--- config.mk ---
export PLATFORM = sky130hd
export DESIGN_NAME = rv32_reg_file_flat
export DESIGN_NICKNAME = d
export VERILOG_FILES = /design/src/rtl/rv32_reg_file_if.sv /design/src/rtl/rv32_reg_file.sv /design/src/flat_wrapper.sv
export SDC_FILE = /design/constraint.sdc
export NUM_CORES = 2
export LEC_CHECK = 0
export ABC_AREA = 1
export CAP_MARGIN = 40
export CORE_MARGIN = 3
export CORE_UTILIZATION = 45
export DETAILED_ROUTE_END_ITERATION = 8
export REMOVE_ABC_BUFFERS = 1
export SETUP_SLACK_MARGIN = 0.2
export SYNTH_ARGS = -nofsm -noshare
export SYNTH_HDL_FRONTEND = slang
export SYNTH_SLANG_ARGS = --single-unit
--- constraint.sdc ---
create_clock -name ip_clk -period 100.9 [get_ports ip_clk]
set_input_delay 20.18 -clock ip_clk [delete_from_list [all_inputs] [get_ports ip_clk]]
set_output_delay 20.18 -clock ip_clk [all_outputs]
set_load 0.01 [all_outputs]
--- src/rtl/rv32_reg_file_if.sv ---
// rv32_reg_file_if: bundles the register-file access signals between the
// decode/writeback logic (master) and the register file (slave).
//   ip_wr_data  [31:0] write data for register ip_rd_addr
//   ip_rd_addr  [4:0]  destination register index
//   ip_rs1_addr [4:0]  source register 1 index
//   ip_rs2_addr [4:0]  source register 2 index
//   ip_wr_en           write enable, takes effect on the next rising edge
//   op_rs1      [31:0] contents of register ip_rs1_addr
//   op_rs2      [31:0] contents of register ip_rs2_addr
interface rv32_reg_file_if;
    logic [31:0] ip_wr_data;
    logic [4:0]  ip_rd_addr;
    logic [4:0]  ip_rs1_addr;
    logic [4:0]  ip_rs2_addr;
    logic        ip_wr_en;
    logic [31:0] op_rs1;
    logic [31:0] op_rs2;

    modport master (
        output ip_wr_data,
        output ip_rd_addr,
        output ip_rs1_addr,
        output ip_rs2_addr,
        output ip_wr_en,
        input  op_rs1,
        input  op_rs2
    );

    modport slave (
        input  ip_wr_data,
        input  ip_rd_addr,
        input  ip_rs1_addr,
        input  ip_rs2_addr,
        input  ip_wr_en,
        output op_rs1,
        output op_rs2
    );
endinterface

--- src/rtl/rv32_reg_file.sv ---
// rv32_reg_file: RV32 integer register file, 32 x 32 bits, two combinational
// read ports and one synchronous write port. x0 is hardwired to zero.
//   ip_clk  rising-edge clock for writes
//   ip_rst  asynchronous active-high reset, clears every register
//   rf      register-file access bundle (slave side)
module rv32_reg_file (
    input  logic               ip_clk,
    input  logic               ip_rst,
    rv32_reg_file_if.slave     rf
);

    // x0 has no storage; only x1..x31 are flops.
    logic [31:0] regs_q [1:31];
    logic [31:0] regs_d [1:31];

    always_comb begin
        for (int i = 1; i < 32; i++) begin
            regs_d[i] = regs_q[i];
            if (rf.ip_wr_en && (rf.ip_rd_addr == 5'(i))) begin
                regs_d[i] = rf.ip_wr_data;
            end
        end
    end

    always_ff @(posedge ip_clk or posedge ip_rst) begin
        if (ip_rst) begin
            for (int i = 1; i < 32; i++) begin
                regs_q[i] <= 32'h0;
            end
        end else begin
            for (int i = 1; i < 32; i++) begin
                regs_q[i] <= regs_d[i];
            end
        end
    end

    // Reads come straight from the flops: no write-to-read bypass, so a
    // pending write is only visible after the edge that stores it.
    always_comb begin
        rf.op_rs1 = 32'h0;
        rf.op_rs2 = 32'h0;
        for (int i = 1; i < 32; i++) begin
            if (rf.ip_rs1_addr == 5'(i)) begin
                rf.op_rs1 = regs_q[i];
            end
            if (rf.ip_rs2_addr == 5'(i)) begin
                rf.op_rs2 = regs_q[i];
            end
        end
    end

endmodule

--- src/flat_wrapper.sv ---
// flat-port wrapper written by rule: the top's interface ports become plain ports
module rv32_reg_file_flat 
  (ip_clk, ip_rst, rf_ip_wr_data, rf_ip_rd_addr, rf_ip_rs1_addr, rf_ip_rs2_addr, rf_ip_wr_en, rf_op_rs1, rf_op_rs2);
  rv32_reg_file_if rf_i ();
  input  logic ip_clk;
  input  logic ip_rst;
  input wire logic [$bits(rf_i.ip_wr_data)-1:0] rf_ip_wr_data;
  input wire logic [$bits(rf_i.ip_rd_addr)-1:0] rf_ip_rd_addr;
  input wire logic [$bits(rf_i.ip_rs1_addr)-1:0] rf_ip_rs1_addr;
  input wire logic [$bits(rf_i.ip_rs2_addr)-1:0] rf_ip_rs2_addr;
  input wire logic [$bits(rf_i.ip_wr_en)-1:0] rf_ip_wr_en;
  output wire logic [$bits(rf_i.op_rs1)-1:0] rf_op_rs1;
  output wire logic [$bits(rf_i.op_rs2)-1:0] rf_op_rs2;
  assign rf_i.ip_wr_data = rf_ip_wr_data;
  assign rf_i.ip_rd_addr = rf_ip_rd_addr;
  assign rf_i.ip_rs1_addr = rf_ip_rs1_addr;
  assign rf_i.ip_rs2_addr = rf_ip_rs2_addr;
  assign rf_i.ip_wr_en = rf_ip_wr_en;
  assign rf_op_rs1 = rf_i.op_rs1;
  assign rf_op_rs2 = rf_i.op_rs2;
  rv32_reg_file u_core (.ip_clk(ip_clk), .ip_rst(ip_rst), .rf(rf_i));
endmodule
# Word level (Yosys, flattened, before mapping)
# Index checks and enable logic that the tools add are counted.
word_totals:
  reg_bits: 992
  in_bits: 50
  out_inout_bits: 64
  elab_cells: 217
classes:
  eq_ne: 93
  muxes: 62
  n_reduce_logical: 31
op_table:
  columns: ["operator", "n"]
  rows:
  - ["two-way mux 32 bit", 62]
  - ["equality test 5 bit (second input constant)", 48]
  - ["equality test 5 x 4 -> 1 bit (second input constant)", 24]
  - ["equality test 5 x 3 -> 1 bit (second input constant)", 12]
  - ["logical AND 1 bit", 31]
  - ["equality test 5 x 2 -> 1 bit (second input constant)", 6]
  - ["equality test 5 x 1 -> 1 bit (second input constant)", 3]

# Longest topological paths before layout
logic_depth:
  word_depth: 32
  mapped_depth: 23
  ltp_nobuf: 22

# Worst setup path after synthesis
# No wires, ideal clock.
synth_timing:
  path_type: "input to output"
  start: "input rf_ip_rs1_addr[0]"
  end: "output rf_op_rs1[13]"
  t_arrival_ns: 22.047
  t_required_ns: 80.720
  slack_ns: 58.673
  path_stages: 21
  n_path_buf: 3
  cell_sequence: "buf_4 nand2_2 inv_1 buf_2 buf_6 nand4_1 nand3_1 nor2_1 nand4_1 nor2_1 nand4_1 nor2_1 nand4_1 nor2_1 nand4_1 nor2_1 nand4_1 nor2_1 nand4_1 nor2_1 nand4_1"
synth_via:
  elab_chain_cells: 32
  elab_cells_between_ends: 62
  cone_classes: "eq/ne (31); mux (31)"
synth_rtl:
  columns: ["element", "line", "text"]
  rows:
  - ["from (decl)", "flat_wrapper.sv:9", "input wire logic [$bits(rf_i.ip_rs1_addr)-1:0] rf_ip_rs1_addr;"]
  - ["equality test 5 x 1 -> 1 bit", "rv32_reg_file.sv:43", "if (rf.ip_rs1_addr == 5'(i)) begin"]
  - ["two-way mux 32 bit (30 in series)", "rv32_reg_file.sv:43", null]
  - ["two-way mux 32 bit (*)", "rv32_reg_file.sv:43", null]
  - ["to (decl)", "flat_wrapper.sv:12", "output wire logic [$bits(rf_i.op_rs1)-1:0] rf_op_rs1;"]
# Mark *: on every way between the ends. The rest lies on a longest branch, timed or not.

# Worst setup path after layout
layout_timing:
  start: "input rf_ip_rs1_addr[4]"
  end: "output rf_op_rs1[4]"
# Same word-level chain as after synthesis.

==> qor.txt <==
Slew HR: 35.3%
nets: 7,060
Synth Warn #: 0
Total Routing Usage GR: 29.8%
Fill cells: 10,876
initial antenna violation count: 2
DR vias: 47,522
I/O Pins: 114
Synth Instances: 7,129
layout cells sized above 1: 6.36%
Setup Total Neg Slack: 0 ns
VDD IR max: 0.0000131 V
post-synthesis instance area: 0.0510 mm2
Final period util: 44.9%
drt first-iter violations: 5,697
Final Setup Violations: 0
commonest non-fill, non-tap cell in the layout: nand2_1
Pwr Density: 18.9 mW/mm2
max-cap violations: 0
Crit. End Element: output pin
post-synthesis register bit count: 992
largest net degree at the start of global routing: 169
CTS hold repair buffers: 0
Max FO, Critical Path: 83
RSZ-0062 raised after global routing: no
port buffer count: 113
Worst Setup Start Kind: primary input
global route total overflow: 0
Core ar.: 0.112 mm2
clock slew at reported path FFs: 0.06 ns
Reg with most FFs: u_core.regs_q
Final Hold Viols: 0
Synth Area per Inst: 7.16 um2
Seq/Total Area, Yosys: 48.7%
Die Ht: 343 um
Placer Congestion: 0.905
Die Area: 0.117 mm2
critical path data arrival time: 25.14 ns
TritonRoute pass-1 iters: 7
HPWL Detailed: 112 mm
Area growth syn-to-layout: 13.3%
fmax: 0.0221 GHz
Clock Path Buffers: 3
initial core utilization: 45.7%
Hold/Removal Path Class: flop to flop
routed wire length: 176 mm
vias in the first global route: 44,212
Unique masters post-synth: 26
Clk Latency, worst-skew pair: 0.70 ns
max reg flops: 992
Largest regs: u_core.regs_q: 992 flops
Antenna Cells: 0
Worst-Margin Slew: 0.971 ns
clock sinks: 992
routed len/inst: 20.5 um
Root Buffer: clkbuf_16
number of vias per cell: 5.54
Layout Utilization: 51.8%
row count: 122
most frequent cells in the layout: nand2_1, o21ai_0, dfrtp_1
Setup CP Type: primary input to output pin
minimum clock period: 45.32 ns
post-CTS setup buffer count: 0
chip width: 343 um
Leak: 26.1 nW
CTS tree: yes
drt drc: 0
Max Transition Viols Final: 0
CP required: 80.72 ns
CTS Buf Count: 112
first-pass GRT wire length: 273 mm
Clock Skews: 0 ns
status: complete, no violations
Antenna Nets Post-Route: 0
H-Tree Depth: 3
cts repair resizes: 0
==> synth_stat cells, drive strengths merged <==
cell / instances / area (um2)
or2: 62 / 388
o22ai: 1 / 6.26
nor3: 12 / 75.1
nor2: 773 / 2930
nand2: 2586 / 9710
clkbuf: 445 / 1670
o21ai: 1024 / 5120
nand4: 538 / 3370
buf: 47 / 245
a21oi: 58 / 290
dfrtp: 992 / 24800
nand3: 103 / 515
inv: 477 / 1790
clkinv: 6 / 23.8
o2111ai: 5 / 43.8
==> power by group <==
group          switching (mW)  leakage, nW  internal, mW  total [mW]
Clock                   0.169         1.80         0.236       0.405
Combinational          0.0997         11.4        0.0617       0.161
Sequential             0.0567         12.9         0.472       0.529
Total                   0.325         26.1         0.770        1.10
==> routing by layer <==
metal / share of wire [%] / vias to the layer above / GRT usage (%)
li1: - / 22661 / -
met5: 0 / - / 0
met4: 2.4 / 0 / 7.56
met2: 44 / 2008 / 45.6
met1: 45 / 22572 / 43.8
met3: 8.4 / 281 / 5.09
==> final timing paths <==
| path | start | to | slack [ns] | cells past startpoint |
|---|---|---|---|---|
| max | rf_ip_rs1_addr[4] | rf_op_rs1[4] | 55.58 | 23 |
| min | u_core.regs_q[499]$_DFFE_PP0P_ | u_core.regs_q[499]$_DFFE_PP0P_ | 0.48 | 2 |
| max reg2reg | u_core.regs_q[303]$_DFFE_PP0P_ | u_core.regs_q[303]$_DFFE_PP0P_ | 100.15 | 2 |
| min reg2reg | u_core.regs_q[499]$_DFFE_PP0P_ | u_core.regs_q[499]$_DFFE_PP0P_ | 0.48 | 2 |
| max in group asynchronous | ip_rst | u_core.regs_q[791]$_DFFE_PP0P_ | 77.49 | 8 |
| min in group asynchronous | ip_rst | u_core.regs_q[29]$_DFFE_PP0P_ | 20.02 | 2 |
==> per-stage QoR <==
step,hold WS [ns],std cells,instance area [um2],worst slack [ns],total power [mW]
floorplan,0.453,6637,49100,52.81,0.624
global placement,0.466,8341,53100,55.60,0.683
detailed placement,0.473,8384,54200,55.72,0.694
CTS,0.487,8583,57800,55.69,1.10
global route,0.501,8583,57800,55.11,1.15
finish,0.479,8583,57800,55.58,1.10
==> worst max-delay path, cell delays in order <==
cell and delay [ns]:
clkdlybuf4s50_1 0.80, inv_2 0.27, buf_4 0.41, nand2_1 0.20, nor2_1 0.07, buf_4 0.22
inv_2 0.41, nor2_1 0.08, nor2_1 0.14, nand4_1 0.14, nor2_1 0.14, nand4_1 0.12
nor2_1 0.21, nand4_1 0.18, nor2_1 0.16, nand4_1 0.12, nor2_1 0.15, nand4_1 0.12
nor2_1 0.11, nand4_1 0.11, nor2_1 0.14, nand4_1 0.11, clkdlybuf4s50_1 0.51
==> cell families (layout without fill, tap and decap cells) <==
group                  count (synthesis)  count (layout)  synth area share (%)
AND/OR/NAND/NOR                     4074            4074                  33.3
AO/OA/AOI/OAI                       1088            1088                  10.7
flip-flops                           992             992                  48.7
buffers and inverters                975             941                  7.31
==> layout make-up <==
class	instances	area [um2]	share of cell area (%)
flip-flops and latches	992	24800	42.9
multi-input cells	5162	22600	39.2
clock buffers	174	3420	5.91
repair buffers	259	3040	5.26
well taps	1488	1860	3.22
inverters	483	1820	3.15
clock inverters	25	204	0.353
(Power assumes the default switching activity.)
